$ cat src/rtl/link_frame_rx.sv
// link_frame_rx
// Slave-side receiver for the link-port transport. Oversamples the SI line
// with the core clock, checks framing and even parity of each 43-bit frame
// (start, 40 payload bits LSB first, parity, stop), and presents the decoded
// pixel write and controller key word.
//
// Ports:
//   clk, reset_l          core clock, asynchronous active-low reset
//   enable                receiver enable (low forces idle, clears link state)
//   port_tran_si          raw asynchronous serial line, idles high
//   pixel_x_addr/_y_addr  last good frame X/Y address
//   pixel_shift           last good frame shift flag
//   pixel_brightness      last good frame brightness
//   cont_key              last good frame controller key word
//   frame_valid           one-cycle pulse, data outputs just updated
//   parity_err            one-cycle pulse, frame dropped on bad parity
//   framing_err           one-cycle pulse, frame dropped on low stop bit
//   link_active           a good frame was seen within LINK_TIMEOUT cycles
//
// State      | meaning
// -----------+--------------------------------------------------------
// IDLE       | waiting for a falling edge on the synchronized line
// START      | confirming the start bit at mid-bit
// DATA       | sampling the 40 payload bits
// PARITY     | sampling the parity bit
// STOP       | sampling the stop bit and committing / dropping the frame
// WAIT_HIGH  | after a framing error, waiting for the line to return high

module link_frame_rx #(
    parameter int CLKS_PER_BIT = 20,
    parameter int LINK_TIMEOUT = 1000000
) (
    input  logic        clk,
    input  logic        reset_l,
    input  logic        enable,
    input  logic        port_tran_si,
    output logic [9:0]  pixel_x_addr,
    output logic [9:0]  pixel_y_addr,
    output logic        pixel_shift,
    output logic [2:0]  pixel_brightness,
    output logic [15:0] cont_key,
    output logic        frame_valid,
    output logic        parity_err,
    output logic        framing_err,
    output logic        link_active
);

    localparam logic [7:0]  HALF       = 8'(CLKS_PER_BIT / 2);
    localparam logic [7:0]  LAST_PHASE = 8'(CLKS_PER_BIT - 1);
    localparam logic [19:0] TIMEOUT    = 20'(LINK_TIMEOUT);

    typedef enum logic [2:0] {
        IDLE,
        START,
        DATA,
        PARITY,
        STOP,
        WAIT_HIGH
    } state_t;

    state_t      state;
    logic        si_m;
    logic        si_s;
    logic        si_d;
    logic [7:0]  phase;
    logic [5:0]  bit_cnt;
    logic [39:0] shreg;
    logic        par_bit;
    logic [19:0] idle_cnt;

    logic        bit_sample;
    logic        parity_ok;
    logic        good_frame;

    // Synchronizer plus one extra stage for falling-edge detection.
    always_ff @(posedge clk or negedge reset_l) begin
        if (!reset_l) begin
            si_m <= 1'b1;
            si_s <= 1'b1;
            si_d <= 1'b1;
        end else begin
            si_m <= port_tran_si;
            si_s <= si_m;
            si_d <= si_s;
        end
    end

    assign bit_sample = (phase == LAST_PHASE);
    assign parity_ok  = ~(^shreg ^ par_bit);
    // Shared with the timeout logic so link_active rises together with frame_valid.
    assign good_frame = enable && (state == STOP) && bit_sample && si_s && parity_ok;

    always_ff @(posedge clk or negedge reset_l) begin
        if (!reset_l) begin
            state            <= IDLE;
            phase            <= 8'd0;
            bit_cnt          <= 6'd0;
            shreg            <= 40'd0;
            par_bit          <= 1'b0;
            pixel_x_addr     <= 10'd0;
            pixel_y_addr     <= 10'd0;
            pixel_shift      <= 1'b0;
            pixel_brightness <= 3'd0;
            cont_key         <= 16'd0;
            frame_valid      <= 1'b0;
            parity_err       <= 1'b0;
            framing_err      <= 1'b0;
        end else begin
            frame_valid <= 1'b0;
            parity_err  <= 1'b0;
            framing_err <= 1'b0;
            if (!enable) begin
                state   <= IDLE;
                phase   <= 8'd0;
                bit_cnt <= 6'd0;
            end else begin
                case (state)
                    IDLE: begin
                        if (si_d && !si_s) begin
                            state <= START;
                            phase <= 8'd0;
                        end
                    end
                    START: begin
                        if (phase == HALF) begin
                            phase   <= 8'd0;
                            bit_cnt <= 6'd0;
                            // A line already back high at mid start bit is a glitch.
                            state   <= si_s ? IDLE : DATA;
                        end else begin
                            phase <= phase + 8'd1;
                        end
                    end
                    DATA: begin
                        if (bit_sample) begin
                            phase <= 8'd0;
                            // Shift in at the top so the first bit ends up in bit 0.
                            shreg <= {si_s, shreg[39:1]};
                            if (bit_cnt == 6'd39) begin
                                state <= PARITY;
                            end else begin
                                bit_cnt <= bit_cnt + 6'd1;
                            end
                        end else begin
                            phase <= phase + 8'd1;
                        end
                    end
                    PARITY: begin
                        if (bit_sample) begin
                            phase   <= 8'd0;
                            par_bit <= si_s;
                            state   <= STOP;
                        end else begin
                            phase <= phase + 8'd1;
                        end
                    end
                    STOP: begin
                        if (bit_sample) begin
                            phase <= 8'd0;
                            if (!si_s) begin
                                framing_err <= 1'b1;
                                state       <= WAIT_HIGH;
                            end else if (!parity_ok) begin
                                parity_err <= 1'b1;
                                state      <= IDLE;
                            end else begin
                                pixel_x_addr     <= shreg[9:0];
                                pixel_y_addr     <= shreg[19:10];
                                pixel_shift      <= shreg[20];
                                pixel_brightness <= shreg[23:21];
                                cont_key         <= shreg[39:24];
                                frame_valid      <= 1'b1;
                                state            <= IDLE;
                            end
                        end else begin
                            phase <= phase + 8'd1;
                        end
                    end
                    WAIT_HIGH: begin
                        if (si_s) begin
                            state <= IDLE;
                        end
                    end
                    default: begin
                        state <= IDLE;
                    end
                endcase
            end
        end
    end

    // Link supervision: saturating count of cycles since the last good frame.
    always_ff @(posedge clk or negedge reset_l) begin
        if (!reset_l) begin
            idle_cnt    <= 20'd0;
            link_active <= 1'b0;
        end else if (!enable) begin
            idle_cnt    <= 20'd0;
            link_active <= 1'b0;
        end else if (good_frame) begin
            idle_cnt    <= 20'd0;
            link_active <= 1'b1;
        end else if (idle_cnt != TIMEOUT) begin
            idle_cnt <= idle_cnt + 20'd1;
            if (idle_cnt + 20'd1 == TIMEOUT) begin
                link_active <= 1'b0;
            end
        end else begin
            link_active <= 1'b0;
        end
    end

endmodule

$ cat config.mk
export PLATFORM = sky130hd
export DESIGN_NAME = link_frame_rx
export DESIGN_NICKNAME = d
export VERILOG_FILES = /design/src/rtl/link_frame_rx.sv
export SDC_FILE = /design/constraint.sdc
export NUM_CORES = 1
export LEC_CHECK = 0
export ABC_AREA = 1
export BUFFER_PORTS_ARGS = -buffer_cell sky130_fd_sc_hd__buf_2
export CAP_MARGIN = 20
export CORE_ASPECT_RATIO = 0.6
export CORE_MARGIN = 1.5
export CORE_UTILIZATION = 54
export CTS_CLUSTER_SIZE = 8
export DETAILED_ROUTE_END_ITERATION = 7
export PLACE_DENSITY = 0.76
export SLEW_MARGIN = 20
export SYNTH_ARGS = -nofsm -noshare
export SYNTH_HDL_FRONTEND = slang
export SYNTH_SLANG_ARGS = --single-unit
$ cat constraint.sdc
create_clock -name clk -period 2.7 [get_ports clk]
set_input_delay 0.54 -clock clk [delete_from_list [all_inputs] [get_ports clk]]
set_output_delay 0.54 -clock clk [all_outputs]
set_load 0.05 [all_outputs]
==> impl_results.md, run 1 <==
* Core ar. at 0.0121 mm^2
* H-tree Lvls at 4
* Worst-skew pair later-pin latency at between 0.4 and 0.5 ns
* Worst path depth at 13
* CTS max path bufs at 2
* Initial Util at a little under three fifths
* WHS at between 0.03 and 0.04 ns
* CP startpoint: shreg[38]
* Post-Syn Area per Cell at roughly 7.2 um^2
* Site Rows at 31
* Status: finished, final reports clean
* Post-Synthesis Cells at 938
* Worst Skew at 0.0135 ns
* Number of buffers created by CTS at 17
* Post-CTS Resized at 0
* Fmax achieved at about 450 MHz
* Grt total ovfl at 0
* CP max stage delay at 0.44 ns
* CP Launch Type: register
* Peak VDD IR at around 0.42 mV
* Worst hold path class: input pin to async pin
* Post-DP HPWL at between 10000 and 15000 um
* Arrival time worst endpoint at 2.54 ns
* PnR worst setup slack at around 0.46 ns
* Place WS at between 0.4 and 0.5 ns
* Static Leak at between 4 and 5 nW
* Seq/Total Area, Yosys at a little under half
* CP cell instances: xnor2_1 -> inv_1 -> nand2_1 -> nand3_1 -> nand2_1 -> inv_1 -> nand3_1 -> nand2_1 -> nand2_1 -> nand3_2 -> nand2_2 -> buf_4 -> nor2_2
* Root Buffer: clkbuf_16
* Worst R2R Path Depth at 13
* Synth Flop Type: dfrtp_1
* Min cycle time layout at between 2 and 2.5 ns
* PD cells at a little under 600 mW/mm^2
* Die Y at 89.6 um
* Final hold violation count at 0
* Cts hold-fix bufs at 0
* Critical Path RT at about 3.0 ns
* Share of layout cells above drive strength 1 at between 10% and 20%
* Filler cells at between 1000 and 1500
* Worst Tran Pin Value at 0.545 ns
* CTS tree: built
* Clk slew on worst S/H paths at 0.06 ns
* Final nets at ~1000
* Setup bufs post-CTS at 0
* Maxcap violations at 0
* DIE AREA at between 0.01 and 0.015 mm^2
* Post-Syn Nets at ~950
* DR iter-0 viols at between 500 and 600
* Via count at roughly 6000
* Crit end category: register
* Critical-path top delay cell: dfrtp_1
* First-pass GRT wire length at 26500 um
* Antenna violations before repair at 0
* Final wirelength at 15300 um
* Final instance area at between 0.007 and 0.008 mm^2
* Diode count at 0
* Commonest cells after routing, fill and taps aside: 388 x nand2_1, 122 x dfrtp_1, 112 x inv_1
* Worst flop-to-flop path startpoint: shreg[38]
* Antenna Violating Nets Remaining at 0
* Largest net degree at the start of global routing at about 80
* Most common cell after layout, fill and taps aside: nand2_1
* Number of synthesized register bits at 125
* Crit Path Class: register to register
* EDFF count, synth at 0
* Final setup viols at 0
* GRT Util Overall at around a quarter
* IO Count at 48
* CTS sink count at 125
* Die Wd at around 150 um
* Synth cell types at 35
* RSZ-0062 raised after global routing: false
* CP dominant cell by count: nand2_1
* First-pass DRT Iterations at 5
* CP top delay family: simple AND/OR/NAND/NOR gates
* Cell area after synthesis at a little under 0.007 mm^2
* # DRC at 0
* Vias in the first global route at between 5000 and 6000
* Setup TNS at 0 ns
* Port bufs at 47
* Relative slew slack at 63.5%
* Slew Viols, Final at 0
* Routability cong. at between 0.9 and 1
* Async set-reset flop share out of synthesis at 100%
* P&R area growth vs syn at 15.2%
* Placed Area at about 0.007 mm^2
* Pwr Total at roughly 4.6 mW
* Setup slack, reg-to-reg at ~0.46 ns
* Via density at ~5.1
* CP Buf/Inv Count at 3
* Final worst-path cycle share at just over 80%
* Ys Warns at 0
* Drt wl/cell at 13.1 um
* Max FO, Critical Path at 20
[worst register-to-register path: cells and delay by family, from the launching register on]
family        cells  cell delay, ns
simple gates      9            0.82
flops             1            0.44
xor+xnor          1            0.32
buf+inv           3            0.53
[through the flow]
| stage | instances | util [%] |
|---|---|---|
| after floorplan | 938 | - |
| after global placement | 1137 | 59.2 |
| after CTS | 1169 | 64.1 |
| after detailed placement | 1137 | 59.2 |
| final | 1169 | 64.1 |
| after global routing | 1169 | 64.1 |
[where the power goes]
part / switching [mW] / internal [mW]
logic: 0.237 / 0.0900
registers: 0.0323 / 1.91
clock network: 0.866 / 1.45
[layer usage]
| layer | vias up | share of wire (%) | track usage, % |
|---|---|---|---|
| li1 | 3076 | - | - |
| met1 | 2758 | 54 | 39.2 |
| met2 | 165 | 39 | 36.1 |
| met3 | 7 | 6.2 | 6.52 |
| met4 | 0 | 0.53 | 6.09 |
| met5 | - | 0 | 0 |
[synthesized netlist by cell type, types with 2 or more instances]
cell | number | area, um^2
buf_2 | 10 | 50.1
buf_6 | 2 | 22.5
xor2_1 | 9 | 78.8
nand2_1 | 389 | 1460
clkbuf_1 | 10 | 37.5
o21ai_0 | 50 | 250
nor3_1 | 6 | 30.0
inv_2 | 2 | 7.51
nor2_2 | 21 | 131
nand2_2 | 2 | 12.5
a21oi_1 | 13 | 65.1
or2_2 | 2 | 12.5
o31ai_1 | 2 | 15.0
nor2_1 | 63 | 236
ha_1 | 6 | 75.1
dfrtp_1 | 122 | 3050
dfstp_2 | 3 | 78.8
buf_4 | 4 | 30.0
nand4_1 | 50 | 313
xnor2_1 | 5 | 43.8
inv_1 | 112 | 420
o22ai_1 | 2 | 12.5
o21bai_1 | 2 | 15.0
nand3_1 | 38 | 190
o211ai_1 | 3 | 22.5
[final cells by class]
cell class / count / area (um^2) / share of cell area (%)
Sequential cell: 125 / 3130 / 40.2
Multi-Input combinational cell: 673 / 3060 / 39.3
Clock buffer: 18 / 429 / 5.51
Inverter: 114 / 428 / 5.50
Timing Repair Buffer: 60 / 360 / 4.63
Tap cell: 165 / 206 / 2.65
Clock inverter: 14 / 169 / 2.17
[path summary, 6_finish.rpt]
check	end
worst min register to register	si_s
worst max-delay path	idle_cnt[11]
worst min-delay path	idle_cnt[3]
worst max register to register	idle_cnt[11]
max in group asynchronous	si_d
min in group clk	si_m
[cells by family (layout without fill, tap and decap cells)]
group,count (synthesis),after routing,synth area share [%]
AOI/OAI and AO/OA,77,77,6.22
and+or+nand+nor,576,576,36.1
adders and majority gates,6,6,1.11
xor gates and xnor gates,14,14,1.81
DFF,125,125,46.4
buffers and inverters,140,206,8.41
[flip-flops by register name, indices dropped and copies added, names as in the netlist]
register,cells
si_d,1
bit_cnt,6
shreg,40
pixel_shift,1
si_m,1
cont_key,16
si_s,1
link_active,1
state,3
pixel_x_addr,10
par_bit,1
parity_err,1
pixel_y_addr,10
idle_cnt,20
framing_err,1
frame_valid,1
phase,8
pixel_brightness,3
Power figures use the tool's default switching activity.
==> run 2: changes to the inputs <==
- clock period: 2.7 -> 2.2 ns (I/O delays scaled with it)
==> run 2 against run 1 <==
Routed wire length increased by 7.5%. Hold slack improved by 0.088 ns. Maximum frequency increased by 5.7%. Final cell count increased by 2.0%. Non-clock buffer count increased by 26.
==> impl_results.md, run 2 (synthesized netlist as in run 1, its figures left out) <==
* Status: finished, final reports clean
* Final worst-path cycle share at a little over nine tenths
* Biggest regs: shreg: 40 flops, idle_cnt: 20 flops, cont_key: 16 flops
* Final nets at about 1000
* Die Wd at between 100 and 150 um
* Arrival time worst endpoint at 2.43 ns
* Max FFs per register at 40
* Antenna violations before repair at 0
* Initial Util at a little under three fifths
* Min cycle time layout at between 2 and 2.5 ns
* Largest net degree at the start of global routing at ~80
* CTS sink count at 125
* Maxcap violations at 0
* Die Y at 89.6 um
* Most common cell after layout, fill and taps aside: nand2_1
* PD cells at 692 mW/mm^2
* Antenna Violating Nets Remaining at 0
* Critical-path top delay cell: dfrtp_1
* PnR worst setup slack at slightly below 0.08 ns
* CTS tree: built
* Routability cong. at around 0.94
* Worst Skew at roughly 0.0095 ns
* Root Buffer: clkbuf_16
* CP top delay family: simple AND/OR/NAND/NOR gates
* DR iter-0 viols at 612
* Crit end category: register
* # DRC at 0
* Post-DP HPWL at roughly 11000 um
* Core ar. at 0.0121 mm^2
* GRT Util Overall at 25.9%
* CP max stage delay at between 0.4 and 0.5 ns
* Worst-skew pair later-pin latency at roughly 0.42 ns
* Max FO, Critical Path at 5
* Via count at approximately 6200
* Relative slew slack at 67.0%
* First-pass GRT wire length at 26800 um
* First-pass DRT Iterations at 5
* Final wirelength at about 16000 um
* Worst Tran Pin Value at roughly 0.5 ns
* IO Count at 48
* Final setup viols at 0
* Clk slew on worst S/H paths at around 0.060 ns
* Fmax achieved at between 400 and 500 MHz
* DIE AREA at 0.0132 mm^2
* Number of buffers created by CTS at 17
* Fin util at 67.1%
* Footprint of the multi-input gates at roughly 0.0031 mm^2
* Static Leak at roughly 4.2 nW
* Via density at around 5.2
* H-tree Lvls at 4
* Worst hold path class: input pin to register
* Grt total ovfl at 0
* Peak VDD IR at ~0.6 mV
* Register area at 0.00314 mm^2
* Register bank with the most flops: shreg
* Final hold violation count at 0
* CTS max path bufs at 2
* Vias in the first global route at ~5400
* CP Buf/Inv Count at 3
* CP cell instances: nor2_2 -> nand3_2 -> nor4_4 -> inv_2 -> nor2_4 -> inv_2 -> nor3_4 -> nand3_4 -> nand2_4 -> clkbuf_16 -> nor2_2
* Site Rows at 31
* Filler cells at ~1000
* Pwr Total at about 5.6 mW
* Drt wl/cell at about 14 um
* Placed Area at between 0.007 and 0.008 mm^2
* Final instance area at roughly 0.008 mm^2
* P&R area growth vs syn at 20.6%
* Diode count at 0
* Share of layout cells above drive strength 1 at 16.9%
* Critical Path RT at between 2 and 3 ns
* Port bufs at between 40 and 50
* CP Launch Type: register
* RSZ-0062 raised after global routing: true
* Place WS at 0.122 ns
* Slew Viols, Final at 0
* Commonest cells after routing, fill and taps aside: 375 x nand2_1, 119 x dfrtp_1, 108 x inv_1
* Crit Path Class: register to register
## run 2: worst paths after layout
check                                   from           end  slack, ns  depth (start not counted)
worst max-delay path                phase[6]  idle_cnt[17]       0.08                         11
worst min register to register          si_m          si_s       0.36                          0
worst min-delay path            port_tran_si          si_m       0.12                          1
max in group asynchronous            reset_l     shreg[25]       1.10                          3
worst max register to register      phase[6]  idle_cnt[17]       0.08                         11
min in group asynchronous            reset_l   idle_cnt[4]       0.48                          2
## run 2: power by group
part           switching [mW]  total [mW]  leakage (nW)  internal, mW
clock                   0.994        2.81         0.284          1.81
combinational           0.303       0.449          2.25         0.147
sequential             0.0359        2.38          1.71          2.34
## run 2: layout make-up
type	instances	area share, %
well taps	165	2.53
multi-input cells	673	38.6
inverters	114	5.25
flip-flops and latches	125	38.5
clock inverters	8	1.44
clock buffers	21	5.65
repair buffers	86	7.97
## run 2: metal layers
| metal | vias to the layer above | share of wire (%) | global-route usage, % |
|---|---|---|---|
| met2 | 240 | 40 | 36.6 |
| met4 | 0 | 1.2 | 7.91 |
| met3 | 19 | 7.8 | 6.82 |
| met5 | - | 0 | 0 |
| met1 | 2839 | 51 | 38.8 |
| li1 | 3114 | - | - |
## run 2: metrics by stage
stage	instances	TNS (ns)	hold slack [ns]
finish	1192	0	0.121
global route	1192	-2.51	0.113
CTS	1177	0	0.117
detailed placement	1147	0	0.353
global placement	1147	0	0.347
floorplan	938	0	0.144
## run 2: what timing repair did
item / 4_1_cts / 5_1_grt
endpoints found under the setup margin: 0 / 64
endpoints found under the hold margin: 22 / 0
buffers inserted: 0 / 12
gates resized for setup: 0 / 36
hold buffers: 1 / 0
